**src/rtl/clk_div_mc_pkg.sv**
```systemverilog
// Shared types and helpers for the multi-channel clock divider.
// The phase split is kept here so every channel derives H/L identically.
package clk_div_mc_pkg;

  typedef enum logic [1:0] {
    ST_IDLE   = 2'd0,
    ST_HIGH   = 2'd1,
    ST_LOW    = 2'd2,
    ST_BYPASS = 2'd3
  } state_e;

  localparam int unsigned MIN_DIV         = 2;
  localparam int unsigned MAX_RATIO_WIDTH = 16;

  typedef struct packed {
    logic [MAX_RATIO_WIDTH-1:0] high_len;
    logic [MAX_RATIO_WIDTH-1:0] low_len;
  } phase_len_t;

  // Odd ratios put the extra cycle in the low phase.
  function automatic phase_len_t split_ratio(input logic [MAX_RATIO_WIDTH-1:0] ratio);
    phase_len_t p;
    p.high_len = {1'b0, ratio[MAX_RATIO_WIDTH-1:1]};
    p.low_len  = ratio - p.high_len;
    return p;
  endfunction

endpackage

```
**src/rtl/clk_div_ch.sv**
```systemverilog
// One divider channel: period FSM, phase counter and glitch-free bypass mux.
// Ratio/enable are only acted upon at a period boundary or from IDLE/BYPASS.
module clk_div_ch
  import clk_div_mc_pkg::*;
#(
  parameter int unsigned RATIO_WIDTH = 8
) (
  input  logic                   i_ref_clk,
  input  logic                   i_rst_n,
  input  logic                   clk_en,
  input  logic [RATIO_WIDTH-1:0] div_ratio,
  output logic                   div_clk,
  output logic                   rise_tick,
  output logic                   active
);

  localparam logic [RATIO_WIDTH-1:0] MIN_DIV_W = RATIO_WIDTH'(MIN_DIV);
  localparam logic [RATIO_WIDTH-1:0] CNT_ZERO  = RATIO_WIDTH'(0);
  localparam logic [RATIO_WIDTH-1:0] CNT_ONE   = RATIO_WIDTH'(1);

  state_e                 state_r, state_s;
  logic [RATIO_WIDTH-1:0] cnt_r, cnt_s;
  logic [RATIO_WIDTH-1:0] ratio_r, ratio_s;
  logic                   tmp_clk_r, tmp_clk_s;
  logic                   tick_r, tick_s;
  logic                   active_r, active_s;
  logic                   bypass_sel_r;
  logic                   ratio_ok_s;
  phase_len_t             phase_s;
  logic [RATIO_WIDTH-1:0] high_len_s, low_len_s;

  assign ratio_ok_s = (div_ratio >= MIN_DIV_W);
  assign phase_s    = split_ratio(MAX_RATIO_WIDTH'(ratio_r));
  assign high_len_s = RATIO_WIDTH'(phase_s.high_len);
  assign low_len_s  = RATIO_WIDTH'(phase_s.low_len);

  // Next-state, counter and output-phase decode.
  always_comb begin
    state_s   = state_r;
    cnt_s     = cnt_r;
    ratio_s   = ratio_r;
    tmp_clk_s = tmp_clk_r;
    tick_s    = 1'b0;
    case (state_r)
      ST_IDLE: begin
        tmp_clk_s = 1'b0;
        if (clk_en && ratio_ok_s) begin
          state_s   = ST_HIGH;
          ratio_s   = div_ratio;
          tmp_clk_s = 1'b1;
          cnt_s     = CNT_ONE;
          tick_s    = 1'b1;
        end else if (clk_en) begin
          state_s = ST_BYPASS;
          cnt_s   = CNT_ZERO;
        end else begin
          state_s = ST_IDLE;
          cnt_s   = CNT_ZERO;
        end
      end
      ST_HIGH: begin
        if (cnt_r == high_len_s) begin
          state_s   = ST_LOW;
          tmp_clk_s = 1'b0;
          cnt_s     = CNT_ONE;
        end else begin
          cnt_s = cnt_r + CNT_ONE;
        end
      end
      ST_LOW: begin
        // cnt==L is the only point where new ratio/enable are honoured.
        if (cnt_r != low_len_s) begin
          cnt_s = cnt_r + CNT_ONE;
        end else if (!clk_en) begin
          state_s = ST_IDLE;
          cnt_s   = CNT_ZERO;
        end else if (!ratio_ok_s) begin
          state_s = ST_BYPASS;
          cnt_s   = CNT_ZERO;
        end else begin
          state_s   = ST_HIGH;
          ratio_s   = div_ratio;
          tmp_clk_s = 1'b1;
          cnt_s     = CNT_ONE;
          tick_s    = 1'b1;
        end
      end
      ST_BYPASS: begin
        tmp_clk_s = 1'b0;
        if (!clk_en || ratio_ok_s) begin
          state_s = ST_IDLE;
        end else begin
          state_s = ST_BYPASS;
        end
      end
      default: begin
        state_s   = ST_IDLE;
        cnt_s     = CNT_ZERO;
        tmp_clk_s = 1'b0;
      end
    endcase
    active_s = (state_s == ST_HIGH) || (state_s == ST_LOW);
  end

  // Channel state registers.
  always_ff @(posedge i_ref_clk or negedge i_rst_n) begin
    if (!i_rst_n) begin
      state_r   <= ST_IDLE;
      cnt_r     <= CNT_ZERO;
      ratio_r   <= CNT_ZERO;
      tmp_clk_r <= 1'b0;
      tick_r    <= 1'b0;
      active_r  <= 1'b0;
    end else begin
      state_r   <= state_s;
      cnt_r     <= cnt_s;
      ratio_r   <= ratio_s;
      tmp_clk_r <= tmp_clk_s;
      tick_r    <= tick_s;
      active_r  <= active_s;
    end
  end

  // Mux select moves only while i_ref_clk is low, and tmp_clk is 0 on both sides of the switch.
  always_ff @(negedge i_ref_clk or negedge i_rst_n) begin
    if (!i_rst_n) begin
      bypass_sel_r <= 1'b0;
    end else begin
      bypass_sel_r <= (state_r == ST_BYPASS);
    end
  end

  assign div_clk   = bypass_sel_r ? i_ref_clk : tmp_clk_r;
  assign rise_tick = tick_r;
  assign active    = active_r;

endmodule

```
**src/rtl/clk_div_mc.sv**
```systemverilog
// NUM_CH independent integer clock dividers sharing one reference clock.
// Channel c takes its ratio from i_div_ratio[c*RATIO_WIDTH +: RATIO_WIDTH].
module clk_div_mc
  import clk_div_mc_pkg::*;
#(
  parameter int unsigned NUM_CH      = 4,
  parameter int unsigned RATIO_WIDTH = 8
) (
  input  logic                          i_ref_clk,
  input  logic                          i_rst_n,
  input  logic [NUM_CH-1:0]             i_clk_en,
  input  logic [NUM_CH*RATIO_WIDTH-1:0] i_div_ratio,
  output logic [NUM_CH-1:0]             o_div_clk,
  output logic [NUM_CH-1:0]             o_rise_tick,
  output logic [NUM_CH-1:0]             o_active
);

  for (genvar c = 0; c < NUM_CH; c++) begin : g_ch
    clk_div_ch #(
      .RATIO_WIDTH (RATIO_WIDTH)
    ) u_ch (
      .i_ref_clk (i_ref_clk),
      .i_rst_n   (i_rst_n),
      .clk_en    (i_clk_en[c]),
      .div_ratio (i_div_ratio[c*RATIO_WIDTH +: RATIO_WIDTH]),
      .div_clk   (o_div_clk[c]),
      .rise_tick (o_rise_tick[c]),
      .active    (o_active[c])
    );
  end

endmodule

```
**config.mk**
```make
export PLATFORM = sky130hd
export DESIGN_NAME = clk_div_mc
export DESIGN_NICKNAME = d
export VERILOG_FILES = /design/src/rtl/clk_div_mc_pkg.sv /design/src/rtl/clk_div_ch.sv /design/src/rtl/clk_div_mc.sv
export SDC_FILE = /design/constraint.sdc
export NUM_CORES = 1
export LEC_CHECK = 0
export CORE_UTILIZATION = 40
export CTS_BUF_LIST = sky130_fd_sc_hd__clkbuf_4 sky130_fd_sc_hd__clkbuf_8
export CTS_CLUSTER_SIZE = 20
export DETAILED_ROUTE_END_ITERATION = 7
export SLEW_MARGIN = 25
export SYNTH_ARGS = -nofsm -noshare
export SYNTH_HDL_FRONTEND = slang
export SYNTH_SLANG_ARGS = --single-unit
```
**constraint.sdc**
```tcl
create_clock -name i_ref_clk -period 9.5 [get_ports i_ref_clk]
set_input_delay 1.9 -clock i_ref_clk [delete_from_list [all_inputs] [get_ports i_ref_clk]]
set_output_delay 1.9 -clock i_ref_clk [all_outputs]
set_load 0.01 [all_outputs]
```
==> impl_metrics.xml, run 1 <==
<?xml version="1.0" encoding="UTF-8"?>
<metrics>
  <group name="layout">
    <metric name="nFillCells" unit="">1586</metric>
    <metric name="antenna_cells" unit="">0</metric>
    <metric name="flow.area_growth_from_synthesis" unit="%">12.2</metric>
    <metric name="finish.net_count" unit="">876</metric>
    <metric name="final_layout_size_suffix_gt1_share" unit="%">9.14</metric>
    <metric name="final-instance-count-excl-fill" unit="">1008</metric>
  </group>
  <group name="logic_synthesis">
    <metric name="yosysUniqueCellTypes" unit="">71</metric>
    <metric name="sequential_to_total_area_share_from_yosys_stat" unit="%">32.2</metric>
    <metric name="ys.flop_type" unit="">dfrtp_1</metric>
    <metric name="synth_top_area_share" unit="%">30.7</metric>
    <metric name="yosys_warnings" unit="">0</metric>
    <metric name="number_of_flops_mapped_to_enable_cells_by_yosys" unit="">0</metric>
    <metric name="synth.avg_cell_area" unit="um2">9.12</metric>
    <metric name="synth.ff_latch_count" unit="">88</metric>
    <metric name="area_of_the_mapped_netlist" unit="um2">6850</metric>
    <metric name="synthArstFlopShare" unit="%">100</metric>
    <metric name="synth_commonest_cells" unit="">84 x dfrtp_1, 60 x inv_1, 57 x nand2_1</metric>
    <metric name="syn_nets" unit="">845</metric>
    <metric name="most_frequently_used_cell_type_in_the_post_synthesis_netlist" unit="">dfrtp_1</metric>
    <metric name="synthesis.instances" unit="">751</metric>
    <metric name="synthTopCellsByArea" unit="">dfrtp_1 31%, ha_1 9.5%, xor2_1 6.1%</metric>
    <metric name="synth.largest_area_cell" unit="">dfrtp_1</metric>
  </group>
  <group name="pwr">
    <metric name="p_clk_share" unit="%">12.7</metric>
    <metric name="power_density" unit="nW/um2">346</metric>
    <metric name="power.switching" unit="uW">1250</metric>
    <metric name="swShare" unit="%">46.9</metric>
    <metric name="cellLeakagePower" unit="uW">0.00332</metric>
    <metric name="sequentialPowerShare" unit="%">24.6</metric>
    <metric name="peakVddDrop" unit="V">0.000147</metric>
    <metric name="internal-power" unit="uW">1410</metric>
    <metric name="power.combinational.fraction" unit="%">62.7</metric>
  </group>
  <group name="global_route">
    <metric name="grt_pass1_vias" unit="">5541</metric>
    <metric name="largest_net_degree_at_the_start_of_global_routing" unit="">55</metric>
    <metric name="initial_antenna_violation_count" unit="">0</metric>
    <metric name="grt_pass1_wl" unit="um">25700</metric>
    <metric name="globalRoute.totalOverflow" unit="">0</metric>
    <metric name="track_usage" unit="%">17.9</metric>
  </group>
  <group name="clocking">
    <metric name="cts_hold_buf" unit="">0</metric>
    <metric name="tritoncts" unit="">built</metric>
    <metric name="clk_latency" unit="ps">480</metric>
    <metric name="clkTransAtPathRegs" unit="ps">90</metric>
    <metric name="post_cts_resize_count" unit="">0</metric>
    <metric name="postCtsSetupBuffers" unit="">0</metric>
  </group>
  <group name="route">
    <metric name="routedWlPerCell" unit="um">14.9</metric>
    <metric name="detail-route-antenna-nets" unit="">0</metric>
    <metric name="drt-pass1-iter-count" unit="">5</metric>
    <metric name="viasPerCell" unit="">5.47</metric>
    <metric name="detailedRoute.firstIterationViolations" unit="">210</metric>
    <metric name="total_via_count_in_the_routed_design" unit="">5514</metric>
    <metric name="wirelength" unit="um">15000</metric>
    <metric name="detail_route.drc_violations" unit="">0</metric>
  </group>
  <group name="die">
    <metric name="rows" unit="">47</metric>
    <metric name="floorplan.die.height" unit="um">133</metric>
    <metric name="chipWidth" unit="um">133</metric>
    <metric name="io_pins" unit="">50</metric>
    <metric name="core" unit="um2">16600</metric>
    <metric name="initial_core_utilization" unit="%">41.1</metric>
    <metric name="design.die.area" unit="um2">17600</metric>
  </group>
  <group name="placement">
    <metric name="preCtsSetupSlack" unit="ps">1690</metric>
    <metric name="hpwl_after_detailed_placement" unit="um">11300</metric>
    <metric name="globalplace.congestion" unit="">0.868</metric>
    <metric name="post-place-cells" unit="">987</metric>
    <metric name="io_buffers" unit="">49</metric>
  </group>
  <group name="worst_setup_path">
    <metric name="crit_path_cell_trace" unit="">mux2_2, clkdlybuf4s50_1</metric>
    <metric name="worst-setup-path-type" unit="">flop to output port</metric>
    <metric name="critical_path_required" unit="ps">7600</metric>
    <metric name="worstSetupStartpointType" unit="">flop</metric>
    <metric name="setup.worst_path.end_class" unit="">output port</metric>
    <metric name="critical_path.max_stage_delay" unit="ps">480</metric>
    <metric name="arrival" unit="ps">6450</metric>
    <metric name="slowest_cell_on_crit_path" unit="">clkdlybuf4s50_1</metric>
    <metric name="maximum_fanout_along_the_worst_path" unit="">1</metric>
    <metric name="critical-path-top-delay-family" unit="">buffers and inverters</metric>
    <metric name="worstPathBufferInverterCount" unit="">1</metric>
  </group>
  <group name="timing">
    <metric name="drv_slew" unit="">0</metric>
    <metric name="setup_tns" unit="ps">0</metric>
    <metric name="grt_setup_unrepaired" unit="">no</metric>
    <metric name="final_hold_violation_count" unit="">0</metric>
    <metric name="setup_viol" unit="">0</metric>
    <metric name="max_slew_margin" unit="%">33.5</metric>
    <metric name="timing_worst_slew_pin_value" unit="ps">984</metric>
    <metric name="timing.clock.skew" unit="ps">13.1</metric>
    <metric name="setup_ws" unit="ps">1150</metric>
  </group>
  <group name="flow_run">
    <metric name="drv.max_cap_violation_count" unit="">0</metric>
  </group>
  <group name="outcome">
    <metric name="status" unit="">finished, final reports clean</metric>
  </group>
  <group name="worst_hold_path">
    <metric name="holdCritPathClass" unit="">flop to flop</metric>
  </group>
</metrics>
==> layout by cell type, fill, tap and decap left out, types with 33 or more instances in the layout <==
cell and n:
dfrtp_1 84, inv_1 60, nand2_1 57, ha_1 52, xor2_1 48, clkdlybuf4s50_1 48, o21ai_0 43, nor2_1 35
a21oi_1 34, xnor2_1 34, mux2_2 33
==> final timing paths <==
check,start,end,slack [ps],cells after the start
worst max-delay path,g_ch[3].u_ch.bypass_sel_r$_DFF_NN0_,o_div_clk[3],1150,2
worst min-delay path,g_ch[1].u_ch.ratio_r[0]$_DFFE_PN0P_,g_ch[1].u_ch.ratio_r[0]$_DFFE_PN0P_,520,1
worst max register to register,g_ch[0].u_ch.state_r[0]$_DFF_PN0_,g_ch[0].u_ch.bypass_sel_r$_DFF_NN0_,3870,1
worst min register to register,g_ch[1].u_ch.ratio_r[0]$_DFFE_PN0P_,g_ch[1].u_ch.ratio_r[0]$_DFFE_PN0P_,520,1
max in group asynchronous,i_rst_n,g_ch[0].u_ch.bypass_sel_r$_DFF_NN0_,2900,1
min in group asynchronous,i_rst_n,g_ch[1].u_ch.rise_tick$_DFF_PN0_,1440,1
==> layout make-up <==
class,instances,area [um2],area share (%)
Clock inverter,6,45.0,0.586
Multi-Input combinational cell,569,4240,55.2
Inverter,60,225,2.93
Tap cell,220,275,3.58
Clock buffer,19,240,3.13
Timing Repair Buffer,46,455,5.93
Sequential cell,88,2200,28.7
==> registers in the layout, summed over array words and instances (netlist names) <==
signal,flops
g_ch.u_ch.active,4
g_ch.u_ch.bypass_sel_r,4
g_ch.u_ch.cnt_r,32
g_ch.u_ch.ratio_r,32
g_ch.u_ch.rise_tick,4
g_ch.u_ch.state_r,8
g_ch.u_ch.tmp_clk_r,4
==> routing by layer <==
layer	GRT usage, %	vias up	part of all wire [%]	wire (um)
li1	-	2727	-	-
met1	22.2	2677	47	7060
met2	29.7	96	48	7250
met3	3.98	14	3.3	491
met4	7.66	0	1.4	206
met5	0	-	0	0
==> power groups by stage <==
stage / clock network (uW) / logic [uW] / registers (uW)
4_1_cts: 351 / 1660 / 654
2_1_floorplan: 23.1 / 1350 / 607
5_1_grt: 369 / 1870 / 674
3_5_place_dp: 26.6 / 1650 / 661
3_3_place_gp: 26.6 / 1580 / 656
6_report: 337 / 1670 / 654
==> cell families (layout without fill, tap and decap cells) <==
family | count (synthesis) | count (layout) | share of synthesized area [%]
compound gates | 172 | 172 | 17.2
xor+xnor | 82 | 82 | 10.5
fa+ha+maj | 56 | 56 | 10.7
buf+inv | 94 | 131 | 5.92
flops | 88 | 88 | 32.2
mux | 42 | 42 | 6.74
simple gates | 217 | 217 | 16.8
==> through the flow <==
step	hold slack [ps]	area (um2)	power, uW	util, %
final	520	7680	2660	46.2
after global placement	491	7440	2260	44.7
after global routing	549	7680	2910	46.2
after CTS	520	7680	2660	46.2
after floorplan	479	6850	1980	-
after detailed placement	498	7440	2330	44.7
(Power assumes the default switching activity.)
==> run 2, diff against run 1 <==
==> constraint.sdc (replaced) <==
create_clock -name i_ref_clk -period 10.4 [get_ports i_ref_clk]
set_input_delay 2.08 -clock i_ref_clk [delete_from_list [all_inputs] [get_ports i_ref_clk]]
set_output_delay 2.08 -clock i_ref_clk [all_outputs]
set_load 0.01 [all_outputs]
==> impl_metrics.xml, run 2 (synthesized netlist as in run 1, its figures left out) <==
<?xml version="1.0" encoding="UTF-8"?>
<metrics>
  <group name="outcome">
    <metric name="status" unit="">finished, final reports clean</metric>
  </group>
  <group name="placement">
    <metric name="globalplace.congestion" unit="">0.895</metric>
    <metric name="io_buffers" unit="">49</metric>
    <metric name="hpwl_after_detailed_placement" unit="um">11300</metric>
  </group>
  <group name="global_route">
    <metric name="track_usage" unit="%">18.3</metric>
    <metric name="largest_net_degree_at_the_start_of_global_routing" unit="">46</metric>
    <metric name="grt_pass1_wl" unit="um">26200</metric>
    <metric name="grt_pass1_vias" unit="">5631</metric>
    <metric name="globalRoute.totalOverflow" unit="">0</metric>
    <metric name="initial_antenna_violation_count" unit="">0</metric>
  </group>
  <group name="worst_setup_path">
    <metric name="r2r-start" unit="">g_ch[1].u_ch.state_r[0]$_DFF_PN0_</metric>
    <metric name="critical_path_required" unit="ps">8320</metric>
    <metric name="arrival" unit="ps">6900</metric>
    <metric name="timing.critical_path.from" unit="">g_ch[1].u_ch.bypass_sel_r$_DFF_NN0_</metric>
    <metric name="setup.worst_path.end_class" unit="">output port</metric>
    <metric name="worst-setup-path-type" unit="">flop to output port</metric>
    <metric name="worstSetupStartpointType" unit="">flop</metric>
    <metric name="maximum_fanout_along_the_worst_path" unit="">1</metric>
    <metric name="worst_r2r_setup_slack" unit="ps">4320</metric>
  </group>
  <group name="layout">
    <metric name="finish.net_count" unit="">876</metric>
    <metric name="reg.largest.list" unit="">g_ch.u_ch.cnt_r: 32 flops, g_ch.u_ch.ratio_r: 32 flops, g_ch.u_ch.state_r: 8 flops</metric>
    <metric name="most_common_library_cell_in_the_layout_ignoring_fill_and_taps" unit="">dfrtp_1</metric>
    <metric name="flow.area_growth_from_synthesis" unit="%">12.4</metric>
    <metric name="final_layout_size_suffix_gt1_share" unit="%">9.14</metric>
    <metric name="nFillCells" unit="">1543</metric>
    <metric name="antenna_cells" unit="">0</metric>
    <metric name="layout_common_cells" unit="">84 x dfrtp_1, 60 x inv_1, 57 x nand2_1</metric>
  </group>
  <group name="clocking">
    <metric name="tritoncts" unit="">built</metric>
    <metric name="post_cts_resize_count" unit="">0</metric>
    <metric name="clkTransAtPathRegs" unit="ps">90</metric>
    <metric name="postCtsSetupBuffers" unit="">0</metric>
    <metric name="clk_latency" unit="ps">480</metric>
    <metric name="cts_hold_buf" unit="">0</metric>
  </group>
  <group name="die">
    <metric name="core" unit="um2">16600</metric>
    <metric name="chipWidth" unit="um">133</metric>
    <metric name="initial_core_utilization" unit="%">41.1</metric>
    <metric name="floorplan.die.height" unit="um">133</metric>
    <metric name="rows" unit="">47</metric>
    <metric name="design.die.area" unit="um2">17600</metric>
    <metric name="io_pins" unit="">50</metric>
  </group>
  <group name="route">
    <metric name="routedWlPerCell" unit="um">15.0</metric>
    <metric name="detailedRoute.firstIterationViolations" unit="">359</metric>
    <metric name="total_via_count_in_the_routed_design" unit="">5544</metric>
    <metric name="wirelength" unit="um">15100</metric>
    <metric name="detail-route-antenna-nets" unit="">0</metric>
    <metric name="drt-pass1-iter-count" unit="">5</metric>
    <metric name="viasPerCell" unit="">5.50</metric>
    <metric name="detail_route.drc_violations" unit="">0</metric>
  </group>
  <group name="timing">
    <metric name="drv_slew" unit="">0</metric>
    <metric name="max_slew_margin" unit="%">35.2</metric>
    <metric name="whs" unit="ps">514</metric>
    <metric name="timing.clock.skew" unit="ps">16.6</metric>
    <metric name="setup_tns" unit="ps">0</metric>
    <metric name="grt_setup_unrepaired" unit="">no</metric>
    <metric name="final_hold_violation_count" unit="">0</metric>
    <metric name="timing_worst_slew_pin_value" unit="ps">959</metric>
    <metric name="setup_viol" unit="">0</metric>
  </group>
  <group name="pwr">
    <metric name="power_density" unit="nW/um2">317</metric>
    <metric name="report.power.total" unit="uW">2440</metric>
    <metric name="peakVddDrop" unit="V">0.000137</metric>
    <metric name="cellLeakagePower" unit="uW">0.00334</metric>
  </group>
  <group name="worst_hold_path">
    <metric name="holdCritPathClass" unit="">flop to flop</metric>
    <metric name="hp-start" unit="">g_ch[3].u_ch.ratio_r[0]$_DFFE_PN0P_</metric>
  </group>
  <group name="flow_run">
    <metric name="drv.max_cap_violation_count" unit="">0</metric>
  </group>
</metrics>
## run 2: where the power goes
| part | leakage [uW] | switching [uW] | internal [uW] |
|---|---|---|---|
| logic | 0.00205 | 824 | 691 |
| clock network | 0.000171 | 151 | 176 |
| registers | 0.00112 | 147 | 452 |
| total | 0.00334 | 1120 | 1320 |
## run 2: through the flow
step	util (%)	setup WS, ps	std cells	instance area [um2]
finish	46.3	1420	1008	7700
global route	46.3	1350	1008	7700
CTS	46.3	1390	1008	7700
detailed placement	44.7	1950	987	7440
global placement	44.7	1970	987	7440
floorplan	-	2300	751	6850
## run 2: layout make-up
class	instances	area, um2	area share [%]
multi-input cells	569	4240	55.1
flip-flops and latches	88	2200	28.6
repair buffers	46	455	5.92
well taps	220	275	3.58
clock buffers	21	255	3.32
inverters	60	225	2.93
clock inverters	4	45.0	0.585
## run 2: worst paths after layout
check | to | cells after the start
worst min-delay path | g_ch[3].u_ch.ratio_r[0]$_DFFE_PN0P_ | 1
worst max-delay path | o_div_clk[1] | 2
worst max register to register | g_ch[1].u_ch.bypass_sel_r$_DFF_NN0_ | 1
worst min register to register | g_ch[3].u_ch.ratio_r[0]$_DFFE_PN0P_ | 1
min in group asynchronous | g_ch[1].u_ch.state_r[0]$_DFF_PN0_ | 1
max in group asynchronous | g_ch[0].u_ch.bypass_sel_r$_DFF_NN0_ | 1
## run 2: metal layers
layer	global-route usage [%]	vias up	part of all wire (%)
met4	6.70	0	1.4
li1	-	2724	-
met2	29.8	101	48
met5	0	-	0
met1	23.2	2704	47
met3	4.94	15	4.0
## run 2: worst max-delay path, cell delays in order (launching register included)
cell and delay (ps):
dfrtn_1 410, mux2_2 340, clkdlybuf4s50_1 480
==> run 3, diff against run 2 <==
--- a/config.mk
+++ b/config.mk
@@ -9,6 +9,7 @@
 export CTS_BUF_LIST = sky130_fd_sc_hd__clkbuf_4 sky130_fd_sc_hd__clkbuf_8
 export CTS_CLUSTER_SIZE = 20
 export DETAILED_ROUTE_END_ITERATION = 7
+export DONT_BUFFER_PORTS = 1
 export SLEW_MARGIN = 25
 export SYNTH_ARGS = -nofsm -noshare
 export SYNTH_HDL_FRONTEND = slang
==> impl_metrics.xml, run 3 (synthesized netlist as in run 1, its figures left out) <==
<?xml version="1.0" encoding="UTF-8"?>
<metrics>
  <group name="outcome">
    <metric name="status" unit="">finished, final reports clean</metric>
  </group>
  <group name="route">
    <metric name="routedWlPerCell" unit="um">15.6</metric>
    <metric name="detail-route-antenna-nets" unit="">0</metric>
    <metric name="total_via_count_in_the_routed_design" unit="">5369</metric>
    <metric name="viasPerCell" unit="">5.60</metric>
    <metric name="detailedRoute.firstIterationViolations" unit="">297</metric>
    <metric name="wirelength" unit="um">15000</metric>
    <metric name="drt-pass1-iter-count" unit="">6</metric>
    <metric name="detail_route.drc_violations" unit="">0</metric>
  </group>
  <group name="global_route">
    <metric name="largest_net_degree_at_the_start_of_global_routing" unit="">89</metric>
    <metric name="grt_pass1_wl" unit="um">25500</metric>
    <metric name="globalRoute.totalOverflow" unit="">0</metric>
    <metric name="track_usage" unit="%">18.0</metric>
    <metric name="initial_antenna_violation_count" unit="">0</metric>
    <metric name="grt_pass1_vias" unit="">5463</metric>
  </group>
  <group name="timing">
    <metric name="timing.clock.skew" unit="ps">19.6</metric>
    <metric name="setup_ws" unit="ps">1870</metric>
    <metric name="final_hold_violation_count" unit="">0</metric>
    <metric name="drv_slew" unit="">0</metric>
    <metric name="max_slew_margin" unit="%">37.1</metric>
    <metric name="timing_worst_slew_pin_value" unit="ps">932</metric>
    <metric name="setup_tns" unit="ps">0</metric>
    <metric name="setup_viol" unit="">0</metric>
    <metric name="grt_setup_unrepaired" unit="">no</metric>
  </group>
  <group name="worst_setup_path">
    <metric name="critical_path.max_stage_delay" unit="ps">400</metric>
    <metric name="setup.worst_path.end_class" unit="">output port</metric>
    <metric name="arrival" unit="ps">6450</metric>
    <metric name="critical_path_required" unit="ps">8320</metric>
    <metric name="worstSetupStartpointType" unit="">flop</metric>
    <metric name="crit_path_cell_trace" unit="">mux2_2</metric>
    <metric name="maximum_fanout_along_the_worst_path" unit="">1</metric>
    <metric name="worst-setup-path-type" unit="">flop to output port</metric>
    <metric name="critical-path-top-delay-family" unit="">flip-flops</metric>
    <metric name="worstPathBufferInverterCount" unit="">0</metric>
    <metric name="slowest_cell_on_crit_path" unit="">dfrtn_1</metric>
  </group>
  <group name="layout">
    <metric name="antenna_cells" unit="">0</metric>
    <metric name="finish.net_count" unit="">826</metric>
    <metric name="most_common_library_cell_in_the_layout_ignoring_fill_and_taps" unit="">dfrtp_1</metric>
    <metric name="flow.area_growth_from_synthesis" unit="%">5.59</metric>
    <metric name="multiInputGateArea" unit="um2">4240</metric>
    <metric name="final_layout_size_suffix_gt1_share" unit="%">9.49</metric>
    <metric name="reg.largest.list" unit="">g_ch.u_ch.cnt_r: 32 flops, g_ch.u_ch.ratio_r: 32 flops, g_ch.u_ch.state_r: 8 flops</metric>
    <metric name="area.sequential" unit="um2">2200</metric>
    <metric name="layout_common_cells" unit="">84 x dfrtp_1, 60 x inv_1, 57 x nand2_1</metric>
    <metric name="nFillCells" unit="">1601</metric>
  </group>
  <group name="clocking">
    <metric name="post_cts_resize_count" unit="">0</metric>
    <metric name="cts_hold_buf" unit="">0</metric>
    <metric name="clkTransAtPathRegs" unit="ps">100</metric>
    <metric name="postCtsSetupBuffers" unit="">0</metric>
    <metric name="tritoncts" unit="">built</metric>
    <metric name="clk_latency" unit="ps">490</metric>
  </group>
  <group name="pwr">
    <metric name="peakVddDrop" unit="V">0.000155</metric>
    <metric name="cellLeakagePower" unit="uW">0.00315</metric>
    <metric name="power_density" unit="nW/um2">334</metric>
  </group>
  <group name="die">
    <metric name="design.die.area" unit="um2">17600</metric>
    <metric name="initial_core_utilization" unit="%">41.1</metric>
    <metric name="io_pins" unit="">50</metric>
    <metric name="floorplan.die.height" unit="um">133</metric>
    <metric name="chipWidth" unit="um">133</metric>
    <metric name="core" unit="um2">16600</metric>
    <metric name="rows" unit="">47</metric>
  </group>
  <group name="placement">
    <metric name="hpwl_after_detailed_placement" unit="um">11100</metric>
    <metric name="io_buffers" unit="">0</metric>
    <metric name="preCtsSetupSlack" unit="ps">2390</metric>
    <metric name="globalplace.congestion" unit="">0.885</metric>
  </group>
  <group name="flow_run">
    <metric name="drv.max_cap_violation_count" unit="">0</metric>
  </group>
  <group name="worst_hold_path">
    <metric name="holdCritPathClass" unit="">flop to flop</metric>
  </group>
</metrics>
run 3: cell types whose count changed in the layout (fill, tap and decap cells not counted), sizes merged, moves of 2 or more:
| cell | change |
|---|---|
| clkdlybuf4s50 | -48 |
| clkbuf | -3 |
| inv | +3 |
| clkinv | -2 |
| buf | -2 |
run 3: metal layers:
metal	global-route usage, %	part of all wire, %
met1	20.8	44
met2	30.1	49
met3	6.32	5.0
met4	7.79	2.3
met5	0	0
run 3: metrics by stage:
| step | cell area [um2] | hold WS (ps) | total power [uW] | utilization (%) | instances |
|---|---|---|---|---|---|
| 2_1_floorplan | 6850 | 479 | 1810 | - | 751 |
| 3_3_place_gp | 6940 | 494 | 2000 | 41.7 | 937 |
| 3_5_place_dp | 6940 | 503 | 2080 | 41.7 | 937 |
| 4_1_cts | 7230 | 525 | 2430 | 43.4 | 958 |
| 5_1_grt | 7230 | 538 | 2630 | 43.4 | 958 |
| 6_report | 7230 | 520 | 2420 | 43.4 | 958 |
run 3: cell type report:
cell class / instances / share of cell area [%]
Clock inverter: 7 / 1.40
Tap cell: 220 / 3.81
Clock buffer: 14 / 2.58
Inverter: 60 / 3.11
Sequential cell: 88 / 30.5
Multi-Input combinational cell: 569 / 58.6
run 3: worst paths after layout:
kind / from / endpoint / slack, ps / cells after the start
max in group asynchronous: i_rst_n / g_ch[0].u_ch.bypass_sel_r$_DFF_NN0_ / 3870 / 0
max reg2reg: g_ch[1].u_ch.state_r[0]$_DFF_PN0_ / g_ch[1].u_ch.bypass_sel_r$_DFF_NN0_ / 4320 / 1
max: g_ch[3].u_ch.bypass_sel_r$_DFF_NN0_ / o_div_clk[3] / 1870 / 1
min reg2reg: g_ch[2].u_ch.ratio_r[0]$_DFFE_PN0P_ / g_ch[2].u_ch.ratio_r[0]$_DFFE_PN0P_ / 520 / 1
min: g_ch[2].u_ch.ratio_r[0]$_DFFE_PN0P_ / g_ch[2].u_ch.ratio_r[0]$_DFFE_PN0P_ / 520 / 1
min in group asynchronous: i_rst_n / g_ch[1].u_ch.cnt_r[2]$_DFFE_PN0P_ / 1270 / 0
run 3: report_power, final:
group | switching [uW] | internal [uW]
Clock | 169 | 181
Combinational | 801 | 657
Sequential | 155 | 452
Total | 1130 | 1290
